### src/rtl/stage2_block_framer.sv
// stage2_block_framer: takes one block length from the block-size decoder, then forwards
// exactly that many payload bytes with sof/eof markers through a one-deep output register.
module stage2_block_framer #(
    parameter int DATA_W   = 8,
    parameter int SIZE_W   = 7,
    parameter int MIN_SIZE = 22,
    parameter int MAX_SIZE = 126,
    parameter int CNT_W    = 16
) (
    input  logic              clk,
    input  logic              rst_n,
    input  logic [SIZE_W-1:0] size_data,
    input  logic              size_valid,
    output logic              size_ready,
    input  logic [DATA_W-1:0] in_data,
    input  logic              in_valid,
    output logic              in_ready,
    output logic [DATA_W-1:0] out_data,
    output logic              out_valid,
    input  logic              out_ready,
    output logic              out_sof,
    output logic              out_eof,
    output logic [CNT_W-1:0]  blocks_done,
    output logic              size_err
);
    typedef enum logic {IDLE, STREAM} state_t;
    state_t state, state_nxt;
    logic [SIZE_W-1:0] remaining;
    logic first, legal, last, take_size, take_byte;
    assign legal      = (size_data >= SIZE_W'(MIN_SIZE)) && (size_data <= SIZE_W'(MAX_SIZE));
    assign last       = remaining == SIZE_W'(1);
    // size_ready is held low while reset is asserted so every output reads 0 during reset
    assign size_ready = rst_n && (state == IDLE);
    assign in_ready   = (state == STREAM) && (!out_valid || out_ready);
    assign take_size  = size_valid && size_ready;
    assign take_byte  = in_valid && in_ready;
    always_comb begin
        state_nxt = state;
        if (state == IDLE)
            state_nxt = (take_size && legal) ? STREAM : IDLE;
        else
            state_nxt = (take_byte && last) ? IDLE : STREAM;
    end
    always_ff @(posedge clk or negedge rst_n) begin
        if (!rst_n) begin
            state       <= IDLE;
            remaining   <= '0;
            first       <= 1'b0;
            out_valid   <= 1'b0;
            out_data    <= '0;
            out_sof     <= 1'b0;
            out_eof     <= 1'b0;
            blocks_done <= '0;
            size_err    <= 1'b0;
        end else begin
            state <= state_nxt;
            if (take_size) begin
                if (legal) begin
                    remaining <= size_data;
                    first     <= 1'b1;
                end else begin
                    size_err  <= 1'b1;
                end
            end
            if (take_byte) begin
                out_data  <= in_data;
                out_sof   <= first;
                out_eof   <= last;
                out_valid <= 1'b1;
                first     <= 1'b0;
                remaining <= remaining - SIZE_W'(1);
                if (last)
                    blocks_done <= blocks_done + CNT_W'(1);
            end else if (out_ready) begin
                out_valid <= 1'b0;
            end
        end
    end
endmodule

### config.mk
export PLATFORM = sky130hd
export DESIGN_NAME = stage2_block_framer
export DESIGN_NICKNAME = d
export VERILOG_FILES = /design/src/rtl/stage2_block_framer.sv
export SDC_FILE = /design/constraint.sdc
export NUM_CORES = 1
export LEC_CHECK = 0
export ABC_AREA = 0
export CAP_MARGIN = 5
export CELL_PAD_IN_SITES_DETAIL_PLACEMENT = 1
export CELL_PAD_IN_SITES_GLOBAL_PLACEMENT = 1
export CORE_AREA = 2 2 74 76
export CTS_CLUSTER_DIAMETER = 30
export CTS_CLUSTER_SIZE = 14
export DETAILED_ROUTE_END_ITERATION = 6
export DIE_AREA = 0 0 76 78
export MAX_ROUTING_LAYER = met4
export PLACE_DENSITY_LB_ADDON = 0.1
export SLEW_MARGIN = 10
export SYNTH_ARGS = -nofsm -noshare
export SYNTH_HDL_FRONTEND = slang
export SYNTH_SLANG_ARGS = --single-unit
### constraint.sdc
create_clock -name clk -period 2.35 [get_ports clk]
set_input_delay 0.47 -clock clk [delete_from_list [all_inputs] [get_ports clk]]
set_output_delay 0.47 -clock clk [all_outputs]
set_load 0.01 [all_outputs]
# --- After elaboration in Yosys (flattened, before gate mapping) ---
# Cells that the tools add are included.
word_totals:
  regBits: 37
  latchBits: 0
  ramBits: 0
  mem_bits_ro: 0
  inputBits: 20
  output_inout_bits: 30
  elab_cells: 42
  mem_count: 0
classes:
  add_sub_neg: 2
  n_mul: 0
  div_mod_pow: 0
  n_lt_le_gt_ge: 2
  n_eq_ne: 1
  n_shift: 0
  n_mux: 11
  n_bitwise: 2
  reduce_logical: 15
ops:
  columns: ["op", "count"]
  rows:
  - ["$mux 7", 3]
  - ["$add 16x1->16 const B", 1]
  - ["$mux 1", 8]
  - ["$eq 7x1->1 const B", 1]
  - ["$ge 7x5->1 const B", 1]
  - ["$le 7x7->1 const B", 1]
  - ["$logic_and 1x1->1", 7]
  - ["$sub 7x1->7 const B", 1]
  - ["$reduce_and 2->1", 3]
  - ["$reduce_bool 2->1", 3]
  - ["$not 1->1", 2]
  - ["$logic_not 1->1", 1]
  - ["$logic_or 1x1->1", 1]

# --- Depth between registers and ports, before layout ---
depth:
  ltp_word: 7
  depth_mapped: 6
  depth_no_buf: 6

# --- Worst setup path after synthesis ---
# Ideal clock, no wire load.
synth_path:
  kind: "register -> register"
  start: "reg remaining[1]"
  end: "reg blocks_done[8]"
  setup_ps: 79
  t_arrival_ps: 1939
  setup_slack_ps: 332
  stages_incl_launch_ff: 7
  path_buffers: 0
  synth_period_minus_slack_ps: 2018
  cell_sequence: "dfrtp_1 inv_1 ha_1 or4b_4 or4_4 nor4_1 xor2_1"
synth_between:
  elab_chain_cells: 2
synth_lines:
  columns: ["element", "line", "text"]
  rows:
  - ["start, declared", "28", "logic [SIZE_W-1:0] remaining;"]
  - ["start signal, assigned", "59", "remaining <= size_data;"]
  - ["start signal, assigned", "71", "remaining <= remaining - SIZE_W'(1);"]
  - ["$eq 7x1->1", "31", "assign last = remaining == SIZE_W'(1);"]
  - ["$reduce_and 2->1 (no source line)", null, null]
  - ["end signal, assigned", "73", "blocks_done <= blocks_done + CNT_W'(1);"]
  - ["end, declared", "23", "output logic [CNT_W-1:0] blocks_done,"]
# No other way between the ends.
# A chain may end at the register's enable or synchronous reset.

# --- Final worst setup path ---
# Ends and elaborated chain as after synthesis.

==> reports/metrics.cfg <==
[floorplan]
floorplan.die.height_um=78
initial_core_util_pct=34.9
row_count=26
fp.dieArea_um2=5930
die_width_um=76
design.core.area_um2=5040
top_level_ports=50

[logic_synthesis]
yosys_warnings=0
synth.ff_latch_count=37
synth_enable_flop_cells=0
synth.lib_cells_used.distinct=34
netlist_area_um2=1760
seq_area_frac_synth_pct=52.6
synthesis.area_per_instance_um2=9.61
mappedNetlistNets=206
synthesis.instances=183
yosys_most_used_dff=dfrtp_1
ys_async_sr_fraction_pct=100

[min_path]
hold_class=primary input to async pin

[clock_network]
clock_tree.htree_level_count=2
cts-buffers-inserted=5
cts_root_buf=clkbuf_8
insertion_delay_ns=0.28
cts_tree=yes
clockBufferDepth=2
clock_sinks=37
post_cts.resized_instances=0
number_of_buffers_inserted_for_hold_repair_after_clock_tree_synthesis=0
post_cts.repair.setup_buffers=0
cts.clk_slew.worst_paths_ns=0.07

[sta]
setup_violations=0
worst_relative_slew_slack_pct=63.9
report.final.slew_viol_count=0
fin_tns_setup_ns=0
rsz0062_at_grt=false
fin_crit_period_ns=2.22
clock_skew_ns=0.00363
timing.final.crit_share_pct=94.5
hold_viol_final=0
timing_worst_slew_pin_value_ns=0.537
maxClockFrequency_mhz=451

[pwr]
power.density_cell_area_nw_per_um2=818
static-leakage-power_nw=1.10
worst_ir_drop_vdd_uv=361

[routing]
final_antenna_net_count=0
routed_wl_um=4800
drt_pre_antenna_iters=4
drt-wirelength-per-cell_um=15.2
detail_route.vias_per_cell=5.06
drt_first_iter_violations=47
detail_route.drc_violations=0
num_vias=1594

[worst_setup_path]
worstSetupPathType=flip-flop to flip-flop
timing.critical_path.to_type=flip-flop
worst-endpoint-required_ns=2.56
worstSetupStartpointType=flip-flop
critical_path_peak_fanout=5
arrival_ns=2.43

[finish]
layout-area-overhead-vs-synth_pct=42.0
ant_diodes=0
final_layout_size_suffix_gt1_share_pct=8.57
finished_layout_cells=315
nNetsFinal=267

[global_routing]
grt_usage_pct=17.6
grt_max_degree=34
first_global_vias=1714
grt_pass1_wl_um=8170
initial_antenna_violation_count=0
overflow=0

[placement]
dp.cells=307
count_of_input_and_output_buffers=49
placer_s_final_routability_congestion_estimate=0.795
detailedPlacementHpwl_um=3730

[flow_run]
maxCapViolCount=0

[status]
run_status=complete, no violations

[worst max-delay path: stages (launching register included)]
cell and delay, ns:
dfrtp_1 0.42, inv_1 0.10, ha_1 0.14, or4b_4 0.47, or4_4 0.47, nor4_1 0.38, xor2_1 0.17
[through the flow]
step	utilization [%]	hold slack (ns)	setup slack, ns	cell area, um2	total power, mW
6_report	49.5	0.00339	0.130	2500	2.04
2_1_floorplan	-	0.174	0.332	1760	1.16
3_3_place_gp	47.2	0.312	0.192	2380	1.45
3_5_place_dp	47.2	0.315	0.118	2380	1.49
5_1_grt	49.5	0.00145	0.0629	2500	2.17
4_1_cts	49.5	0.00482	0.126	2500	2.07
[cell type report]
cell class | count | area [um2]
clock buffer | 7 | 86.3
clock inverter | 1 | 30.0
fill | 578 | 2540
inverter | 5 | 18.8
multi-input combinational | 138 | 803
sequential | 37 | 926
tap | 70 | 87.6
timing repair buffer | 57 | 546
[final timing paths]
| check | cells past startpoint | startpoint | slack [ns] | end |
|---|---|---|---|---|
| worst max-delay path | 6 | remaining[1] | 0.13 | blocks_done[8] |
| worst min-delay path | 1 | rst_n | 0.003 | remaining[4] |
| worst max register to register | 6 | remaining[1] | 0.13 | blocks_done[8] |
| worst min register to register | 2 | out_data[7] | 0.48 | out_data[7] |
| max in group asynchronous | 2 | rst_n | 1.70 | out_sof |
| min in group clk | 2 | out_data[7] | 0.48 | out_data[7] |
[cell families after synthesis]
kind of cell,after synthesis,share of synthesized area [%]
compound gates,22,7.97
simple gates,98,28.1
fa+ha+maj,3,2.13
xor+xnor,15,7.47
flops,37,52.6
buf+inv,8,1.71
[Yosys cell counts (2+ instances only)]
library cell  instances  area (um2)
ha_1                  3        37.5
nand3_1               4        20.0
a31oi_1               4        25.0
nand4_1              11        68.8
o21ai_0               3        15.0
xnor2_1              11        96.3
nand2_1              42         158
inv_1                 5        18.8
dfrtp_1              37         926
and4_1                3        26.3
clkbuf_1              3        11.3
xor2_1                4        35.0
a211oi_1              3        22.5
nor2_1               12        45.0
nor3_1                7        35.0
nor2b_1               2        12.5
nor4_1                3        18.8
and3_1                5        31.3
a21oi_1               6        30.0
[cell usage in the layout (no fill, tap or decap), types with 4 or more instances in the layout]
master           instances
xnor2_1                 11
xor2_1                   4
buf_4                    8
nor2_1                  12
clkdlybuf4s50_1         48
nand2_1                 42
dfrtp_1                 37
nand4_1                 11
and3_1                   5
a31oi_1                  4
clkbuf_8                 6
inv_1                    5
nor3_1                   7
nand3_1                  4
a21oi_1                  6
[metal layers]
layer	GRT usage, %	vias to the layer above	share of wire [%]
met5	-	-	0
met2	30.9	35	52
met4	5.45	0	1.5
met1	20.1	787	43
met3	4.07	7	4.0
li1	-	765	-
[power breakdown]
group          switching (mW)  internal [mW]  leakage (nW)  total, mW
Sequential              0.128          0.770         0.475      0.898
Combinational           0.280          0.299         0.564      0.579
Clock                   0.219          0.346        0.0585      0.565
Total                   0.627           1.42          1.10       2.04
[registers in the layout, indices dropped and copies added (netlist names)]
name	cells
remaining	7
state	1
out_sof	1
first	1
size_err	1
blocks_done	16
out_eof	1
out_data	8
out_valid	1
Power figures use the tool's default switching activity.
